**config.mk**
```make
export PLATFORM = sky130hd
export DESIGN_NAME = seq_sub
export DESIGN_NICKNAME = d
export VERILOG_FILES = /design/src/rtl/seq_sub_pkg.sv /design/src/rtl/seq_sub_digit.sv /design/src/rtl/seq_sub.sv
export SDC_FILE = /design/constraint.sdc
export NUM_CORES = 1
export LEC_CHECK = 0
export CAP_MARGIN = 15
export CORE_MARGIN = 10
export CORE_UTILIZATION = 40
export DETAILED_ROUTE_END_ITERATION = 7
export PLACE_DENSITY_LB_ADDON = 0.12
export SLEW_MARGIN = 20
export SYNTH_ARGS = -nofsm -noshare
export SYNTH_HDL_FRONTEND = slang
export SYNTH_SLANG_ARGS = --single-unit
```
**constraint.sdc**
```tcl
create_clock -name clk -period 2.2 [get_ports clk]
set_input_delay 0.44 -clock clk [delete_from_list [all_inputs] [get_ports clk]]
set_output_delay 0.44 -clock clk [all_outputs]
set_load 0.005 [all_outputs]
```
**src/rtl/seq_sub_pkg.sv**
```systemverilog
// Shared types and helpers for the digit-serial subtractor.
// Optional comparator outputs are enabled by defining SEQ_SUB_CMP_EN.
package seq_sub_pkg;

  typedef enum logic [1:0] {
    IDLE = 2'd0,
    RUN  = 2'd1,
    DONE = 2'd2
  } state_t;

  localparam int DIGIT_DEFAULT = 4;

  function automatic int ndig(input int width, input int digit);
    return width / digit;
  endfunction

endpackage

```
**src/rtl/seq_sub_digit.sv**
```systemverilog
// Combinational DIGIT-bit subtractor: {bout, d} = a - b - bin, built as a
// bit-level borrow chain so it maps onto the fabric carry logic.
module sub_digit #(
  parameter int DIGIT = 4
) (
  input  logic [DIGIT-1:0] a,
  input  logic [DIGIT-1:0] b,
  input  logic             bin,
  output logic [DIGIT-1:0] d,
  output logic             bout
);

  logic [DIGIT:0] brw;

  assign brw[0] = bin;

  for (genvar gi = 0; gi < DIGIT; gi++) begin : g_bit
    // A borrow leaves this bit when b exceeds a, or when they match and a borrow came in.
    assign d[gi]       = a[gi] ^ b[gi] ^ brw[gi];
    assign brw[gi + 1] = (~a[gi] & b[gi]) | (~(a[gi] ^ b[gi]) & brw[gi]);
  end

  assign bout = brw[DIGIT];

endmodule

```
**src/rtl/seq_sub.sv**
```systemverilog
// Digit-serial subtractor, DIGIT bits per cycle, LSB digit first, with
// valid/ready on both sides. Define SEQ_SUB_CMP_EN to add lt/eq outputs.
module seq_sub
  import seq_sub_pkg::*;
#(
  parameter int WIDTH = 16,
  parameter int DIGIT = DIGIT_DEFAULT
) (
  input  logic             clk,
  input  logic             rst,
  input  logic             in_valid,
  output logic             in_ready,
  input  logic [WIDTH-1:0] a,
  input  logic [WIDTH-1:0] b,
  input  logic             bin,
  output logic             out_valid,
  input  logic             out_ready,
  output logic [WIDTH-1:0] diff,
  output logic             bout,
`ifdef SEQ_SUB_CMP_EN
  output logic             lt,
  output logic             eq,
`endif
  output logic             ovf
);

  localparam int NDIG  = ndig(WIDTH, DIGIT);
  localparam int CNT_W = (NDIG > 1) ? $clog2(NDIG) : 1;
  localparam logic [CNT_W-1:0] CNT_LAST = CNT_W'(NDIG - 1);

  if ((WIDTH % DIGIT) != 0) begin : g_width_check
    $error("seq_sub: WIDTH must be a multiple of DIGIT");
  end

  state_t           state_q, state_d;
  logic [WIDTH-1:0] a_q, a_d;
  logic [WIDTH-1:0] b_q, b_d;
  logic             a_sign_q, a_sign_d;
  logic             b_sign_q, b_sign_d;
  logic             brw_q, brw_d;
  logic [CNT_W-1:0] cnt_q, cnt_d;
  logic [WIDTH-1:0] diff_q, diff_d;
  logic             bout_q, bout_d;
  logic             ovf_q, ovf_d;
  logic             in_ready_q, in_ready_d;
  logic             out_valid_q, out_valid_d;
`ifdef SEQ_SUB_CMP_EN
  logic             zero_q, zero_d;
`endif

  logic [DIGIT-1:0] dig_d;
  logic             dig_bout;

  // Operands are shifted right each cycle so the active digit is always the low slice.
  sub_digit #(.DIGIT(DIGIT)) u_digit (
    .a    (a_q[DIGIT-1:0]),
    .b    (b_q[DIGIT-1:0]),
    .bin  (brw_q),
    .d    (dig_d),
    .bout (dig_bout)
  );

  always_comb begin
    state_d     = state_q;
    a_d         = a_q;
    b_d         = b_q;
    a_sign_d    = a_sign_q;
    b_sign_d    = b_sign_q;
    brw_d       = brw_q;
    cnt_d       = cnt_q;
    diff_d      = diff_q;
    bout_d      = bout_q;
    ovf_d       = ovf_q;
    in_ready_d  = in_ready_q;
    out_valid_d = out_valid_q;
`ifdef SEQ_SUB_CMP_EN
    zero_d      = zero_q;
`endif
    unique case (state_q)
      IDLE: begin
        if (in_valid) begin
          a_d        = a;
          b_d        = b;
          a_sign_d   = a[WIDTH-1];
          b_sign_d   = b[WIDTH-1];
          brw_d      = bin;
          cnt_d      = '0;
          in_ready_d = 1'b0;
          state_d    = RUN;
`ifdef SEQ_SUB_CMP_EN
          zero_d     = 1'b1;
`endif
        end
      end
      RUN: begin
        a_d    = a_q >> DIGIT;
        b_d    = b_q >> DIGIT;
        brw_d  = dig_bout;
        cnt_d  = cnt_q + CNT_W'(1);
        diff_d = diff_q >> DIGIT;
        diff_d[WIDTH-1 -: DIGIT] = dig_d;
`ifdef SEQ_SUB_CMP_EN
        zero_d = zero_q & (dig_d == '0);
`endif
        if (cnt_q == CNT_LAST) begin
          // The last digit carries the result sign bit.
          bout_d  = dig_bout;
          ovf_d   = (a_sign_q != b_sign_q) & (dig_d[DIGIT-1] != a_sign_q);
          cnt_d   = '0;
          state_d = DONE;
        end
      end
      DONE: begin
        out_valid_d = 1'b1;
        if (out_valid_q && out_ready) begin
          out_valid_d = 1'b0;
          in_ready_d  = 1'b1;
          state_d     = IDLE;
        end
      end
      default: begin
        state_d     = IDLE;
        in_ready_d  = 1'b1;
        out_valid_d = 1'b0;
      end
    endcase
  end

  always_ff @(posedge clk) begin
    if (rst) begin
      state_q     <= IDLE;
      a_q         <= '0;
      b_q         <= '0;
      a_sign_q    <= 1'b0;
      b_sign_q    <= 1'b0;
      brw_q       <= 1'b0;
      cnt_q       <= '0;
      diff_q      <= '0;
      bout_q      <= 1'b0;
      ovf_q       <= 1'b0;
      in_ready_q  <= 1'b1;
      out_valid_q <= 1'b0;
`ifdef SEQ_SUB_CMP_EN
      zero_q      <= 1'b0;
`endif
    end else begin
      state_q     <= state_d;
      a_q         <= a_d;
      b_q         <= b_d;
      a_sign_q    <= a_sign_d;
      b_sign_q    <= b_sign_d;
      brw_q       <= brw_d;
      cnt_q       <= cnt_d;
      diff_q      <= diff_d;
      bout_q      <= bout_d;
      ovf_q       <= ovf_d;
      in_ready_q  <= in_ready_d;
      out_valid_q <= out_valid_d;
`ifdef SEQ_SUB_CMP_EN
      zero_q      <= zero_d;
`endif
    end
  end

  assign in_ready  = in_ready_q;
  assign out_valid = out_valid_q;
  assign diff      = diff_q;
  assign bout      = bout_q;
  assign ovf       = ovf_q;
`ifdef SEQ_SUB_CMP_EN
  assign lt = out_valid_q & bout_q;
  assign eq = out_valid_q & zero_q & ~bout_q;
`endif

endmodule

```
Word level (Yosys, flattened, before mapping)

Cells that the tools add are included.

Register bits: 59
Output and inout bits: 20

$add $sub $neg: 1
Reduce and logical (&&, ||, !) cells: 9
Multiplexer cells: 18
Bitwise gates (word level): 30
Eq/ne operators: 8

Operators by type and width:

| cell                                                                   | number |
|---|---|
| 16-bit case mux with 2 select lines                                    | 2 |
| 16-bit two-way mux                                                     | 2 |
| 2-bit two-way mux                                                      | 5 |
| 1-bit bitwise AND                                                      | 9 |
| 1-bit inverter                                                         | 9 |
| 1-bit XOR                                                              | 8 |
| 2-bit inequality test (second input constant)                          | 3 |
| 2-bit case mux with 3 select lines                                     | 1 |
| 2-bit AND reduction                                                    | 3 |
| 3-bit AND reduction                                                    | 2 |
| 2-bit equality test (second input constant)                            | 2 |
| 1-bit two-way mux                                                      | 4 |
| 1-bit bitwise OR                                                       | 4 |
| 1-bit case mux with 2 select lines                                     | 2 |
| 2-bit case mux with 2 select lines                                     | 1 |
| 1-bit case mux with 3 select lines                                     | 1 |
| 2-bit by 1-bit adder with 2-bit output (second input constant)         | 1 |
| 2-bit by 1-bit equality test with 1-bit output (second input constant) | 1 |
| 2-bit logical NOT                                                      | 1 |
| 1-bit inequality test                                                  | 2 |
| 2-bit nonzero test                                                     | 1 |
| 2-bit OR reduction                                                     | 1 |
| 1-bit logical AND                                                      | 1 |

Depth between registers and ports, before layout

Word-level depth: 11
Mapped depth: 10

Modules after synthesis

A second synthesis with hierarchy kept.

Cell total of the unflattened synthesis: 271
Area total of the unflattened synthesis: 2641.3 µm²

By module, submodules not included:

| module    | area an instance (µm²) | cells an instance | times used |
|---|---|---|---|
| seq_sub   | 2523.7                 | 257               | 1 |
| sub_digit | 117.6                  | 14                | 1 |

Least setup slack after synthesis

Ideal clock, no wire load.

Kind: reg2reg
Start: register b_q[0]
End: register ovf_q, in the netlist ovf
Setup time: 0.133 ns
Slack: -0.068 ns
Clock period less this slack: 2.268 ns
Required time: 2.067 ns
Cell stages (with the launch flop): 11
Data arrival time: 2.134 ns
Cells stage by stage: dfxtp_1 -> inv_1 -> fa_1 -> inv_1 -> fa_1 -> fa_1 -> inv_1 -> fa_1 -> and3b_1 -> a21oi_1 -> a311oi_1

Word-level cells in the longest chain between the ends: 11

Ends and longest elaborated chain:

| item                      | line                | RTL |
|---|---|---|
| from (decl)               | seq_sub.sv:37       | `logic [WIDTH-1:0] b_q, b_d;` |
| from (signal assigned)    | seq_sub.sv:133      | `b_q <= '0;` |
| from (signal assigned)    | seq_sub.sv:149      | `b_q <= b_d;` |
| 1-bit XOR                 | seq_sub_digit.sv:20 | `assign brw[gi + 1] = (~a[gi] & b[gi]) \| (~(a[gi] ^ b[gi]) & brw[gi]);` |
| 1-bit inverter            | seq_sub_digit.sv:20 |  |
| 1-bit bitwise AND         | seq_sub_digit.sv:20 |  |
| 1-bit bitwise OR (*)      | seq_sub_digit.sv:20 |  |
| 1-bit bitwise AND (*)     | seq_sub_digit.sv:20 |  |
| 1-bit bitwise OR (*)      | seq_sub_digit.sv:20 |  |
| 1-bit bitwise AND (*)     | seq_sub_digit.sv:20 |  |
| 1-bit bitwise OR (*)      | seq_sub_digit.sv:20 |  |
| 1-bit XOR (*)             | seq_sub_digit.sv:19 | `assign d[gi] = a[gi] ^ b[gi] ^ brw[gi];` |
| named net dig_d[3]        | seq_sub.sv:51       | `logic [DIGIT-1:0] dig_d;` |
| 1-bit inequality test (*) | seq_sub.sv:108      | `ovf_d = (a_sign_q != b_sign_q) & (dig_d[DIGIT-1] != a_sign_q);` |
| 1-bit bitwise AND (*)     | seq_sub.sv:108      |  |
| to (signal assigned)      | seq_sub.sv:156      | `ovf_q <= ovf_d;` |
| to (decl)                 | seq_sub.sv:44       | `logic ovf_q, ovf_d;` |

The timed path passes the listed nets; every way through them passes the cells marked *.
A chain may end at the register's enable or synchronous reset.

Worst setup path after layout

Same ends and word-level chain as after synthesis.

==> impl_metrics.csv <==
group,metric,value,unit
worst_setup_path,r2r_cells,10,
finish,nFillCells,607,
place,post-place-cells,383,
clock_network,h-tree-depth,3,
hold_path,hold_path_end,"diff[1]$_SDFFE_PP0P_",
logic_synthesis,yosys-top-cells-area,"dfxtp_1 (45%), a211oi_2 (12%), mux2i_1 (10%)",
finish,fin_nets,359,
logic_synthesis,yosys_warnings,0,
timing,post-route-min-period,2300,ps
floorplan,dieArea,10100,sq um
clock_network,cts_setup_buffers,0,
logic_synthesis,syn_inst,263,
floorplan,die_h,101,um
global_route,grt_pass1_vias,1985,
global_route,globalRouteTotalUtil,0.117,
timing,whs,452,ps
timing,setup_ws,-97.6,ps
place,port_buffers,56,
logic_synthesis,seq_area_frac_synth,0.454,
flow_run,maxCapViolCount,0,
worst_setup_path,worstPathArrival,2490,ps
timing,relSlewSlack,0.632,
timing,slew_violations,0,
floorplan,die_x,101,um
route,drt_iter0_markers,47,
clock_network,clk_path_buf_depth,2,
finish,syn_to_final_growth,30.8,%
worst_setup_path,r2r_setup_slack,-100,ps
outcome,outcome,"finished with violations",
logic_synthesis,syn_area_per_cell,9.90,sq um
finish,instances_no_fill,399,
worst_setup_path,crit_slowest_cell,"fa_1",
logic_synthesis,synth_area,2600,sq um
worst_setup_path,path_max_fanout,3,
timing,finClkSkew,5.22,ps
outcome,violations,"setup timing",
logic_synthesis,synth_nets,305,
timing,hold_viol_final,0,
worst_setup_path,critPathMaxStageDelay,430,ps
logic_synthesis,synth_top_cell_area_share,0.454,
route,detail_route.wl_per_cell,14.1,um
clock_network,cts_buffers,9,
clock_network,cts_sinks,59,
clock_network,clkTransAtPathRegs,60,ps
global_route,antenna_found_initial,0,
route,avgViaCountPerCell,4.91,
place,place.gp.congestion,0.748,
timing,finalSetupViolCount,1,
worst_setup_path,cp.required,2390,ps
timing,max_freq,435,MHz
worst_setup_path,path_cells,"inv_2 > fa_2 > inv_2 > fa_2 > fa_2 > inv_2 > fa_1 > and3b_1 > a21oi_1 > a311oi_1",
floorplan,pin_count,57,
worst_setup_path,critical_path_class,"flop to flop",
power_and_ir_drop,p_leak,1.27,nW
clock_network,worst_skew_pair.late_latency,330,ps
route,ant_nets,0,
route,wirelength,5.62,mm
hold_path,hold_path.class,"flop to flop",
worst_setup_path,r2r_end,"ovf$_SDFFE_PP0P_",
power_and_ir_drop,fin_total_pwr,0.00256,W
route,drcViolationCount,0,
clock_network,cts_root_buffer,"clkbuf_8",
power_and_ir_drop,power.density,752,nW/um^2
hold_path,hold_path.startpoint,"diff[1]$_SDFFE_PP0P_",
global_route,grt_pass1_wl,9.54,mm
floorplan,row_count,29,
global_route,overflow,0,
logic_synthesis,synthDominantAreaCellType,"dfxtp_1",
power_and_ir_drop,peakVddDrop,0.450,mV
timing,worst_pin_slew,551,ps
route,dr.pass1.iters,4,
timing,rsz0062_at_grt,"yes",
timing,fin_crit_sh,1.04,
clock_network,cts_tree,"done",
finish,final_util,0.536,
hold_path,hold_depth,2,
place,hpwl,3.96,mm
logic_synthesis,ys_seq_elements,59,
global_route,grt_max_degree,51,
floorplan,start_util,0.410,
logic_synthesis,ys_types,25,
worst_setup_path,endpoint_kind,"flop",
worst_setup_path,startpoint_type,"flop",
finish,antenna_cells,0,
finish,drive_above_1_share,0.199,
route,num_vias,1960,
floorplan,core,6350,sq um
worst_setup_path,rr_startpoint,"b_q[0]$_SDFFE_PP0P_",
-- layout make-up --
type	instances	area, sq um	share of cell area
clock inverter	1	5.00	0.00147
timing repair buffer	65	648	0.190
multi-input combinational	173	1250	0.367
tap	77	96.3	0.0283
clock buffer	15	186	0.0548
inverter	9	33.8	0.00992
sequential	59	1190	0.348
-- how the worst max path moves through the flow --
stage / depth (start not counted) / from / to / slack, ps
finish: 10 / b_q[0]$_SDFFE_PP0P_ / ovf$_SDFFE_PP0P_ / -100
global route: 10 / b_q[0]$_SDFFE_PP0P_ / ovf$_SDFFE_PP0P_ / -220
CTS: 10 / b_q[0]$_SDFFE_PP0P_ / ovf$_SDFFE_PP0P_ / -120
detailed placement: 10 / b_q[0]$_SDFFE_PP0P_ / ovf$_SDFFE_PP0P_ / -130
global placement: 10 / b_q[0]$_SDFFE_PP0P_ / ovf$_SDFFE_PP0P_ / -90
floorplan: 10 / b_q[0]$_SDFFE_PP0P_ / ovf$_SDFFE_PP0P_ / -5
-- critical path: cells and delay by family (launching register included) --
kind	cells	cell delay [ps]
adder cells (fa/ha/maj)	4	1300
flip-flops	1	320
buffers and inverters	3	150
AND/OR/NAND/NOR	1	180
AO/OA/AOI/OAI	2	220
-- report_power, final --
part | leakage (nW) | switching, W | internal (W)
Sequential | 0.486 | 0.0000460 | 0.00114
Clock | 0.0997 | 0.000393 | 0.000531
Combinational | 0.682 | 0.000214 | 0.000232
-- timing repair --
action / 4_1_cts / 5_1_grt
endpoints found under the setup margin: 1 / 2
hold buffers: 0 / 0
resized for setup: 2 / 7
pin swaps: 1 / 2
-- cells in the final DEF, fill, tap and decap left out --
cell type        netlist  final
a211oi_1               3      3
a211oi_2              25     25
a21o_1                 1      1
a21oi_1               21     21
a22oi_1               10     10
a311oi_1               2      2
and3b_1                1      1
buf_12                 0      2
buf_2                  6      1
buf_4                  4      7
clkbuf_1               6      2
clkbuf_8               0     13
clkdlybuf4s50_1        0     55
clkinv_2               0      1
dfxtp_1               59     55
dfxtp_2                0      4
fa_1                   4      1
fa_2                   0      3
ha_1                   1      1
inv_1                  9      5
inv_2                  0      4
mux2i_1               27     27
nand2_1               29     28
nand2_2                0      1
nand2b_1               1      1
nor2_1                42     42
nor2b_1                1      1
nor3b_2                1      1
o21ba_2                0      1
o21bai_1               1      1
o21bai_2               1      1
or3_1                  1      1
-- sequential cells by signal, summed over array words and instances (netlist names) --
signal,cells
b_q,16
a_sign_q,1
bout,1
state_q,2
out_valid,1
ovf,1
a_q,16
cnt_q,2
b_sign_q,1
diff,16
in_ready,1
brw_q,1
-- stage by stage --
step | area (sq um) | setup WS [ps] | setup TNS [ps]
after floorplan | 2610 | -4.73 | -4.73
after global placement | 3200 | -90.2 | -90.2
after detailed placement | 3200 | -129 | -129
after CTS | 3400 | -117 | -117
after global routing | 3400 | -216 | -242
final | 3400 | -97.6 | -97.6
-- synthesized netlist by cell type --
cell type  number
a22oi_1        10
o21bai_1        1
ha_1            1
mux2i_1        27
a311oi_1        2
nor2b_1         1
a211oi_1        3
inv_1           9
a21o_1          1
buf_4           4
o21ba_1         1
buf_2           6
fa_1            4
a21oi_1        21
buf_6           6
clkbuf_1        6
nand2_1        29
and3b_1         1
a211oi_2       25
o21bai_2        1
dfxtp_1        59
nor2_1         42
nand2b_1        1
nor3b_2         1
or3_1           1
-- per-layer routing --
| metal | GRT usage | wire (um) |
|---|---|---|
| met1 | 0.141 | 2610 |
| met2 | 0.178 | 2590 |
| met3 | 0.0521 | 365 |
| met4 | 0.0457 | 54 |
| met5 | 0 | 0 |
-- kinds of logic (layout without fill, tap and decap cells) --
kind of cell,after synthesis,after routing,synth area share
and+or+nand+nor,76,76,0.118
AOI/OAI and AO/OA,65,65,0.219
DFF,59,59,0.454
buffers and inverters,31,90,0.0706
muxes,27,27,0.104
adders and majority gates,5,5,0.0356
Note: power is estimated with default switching activity, not from simulation.
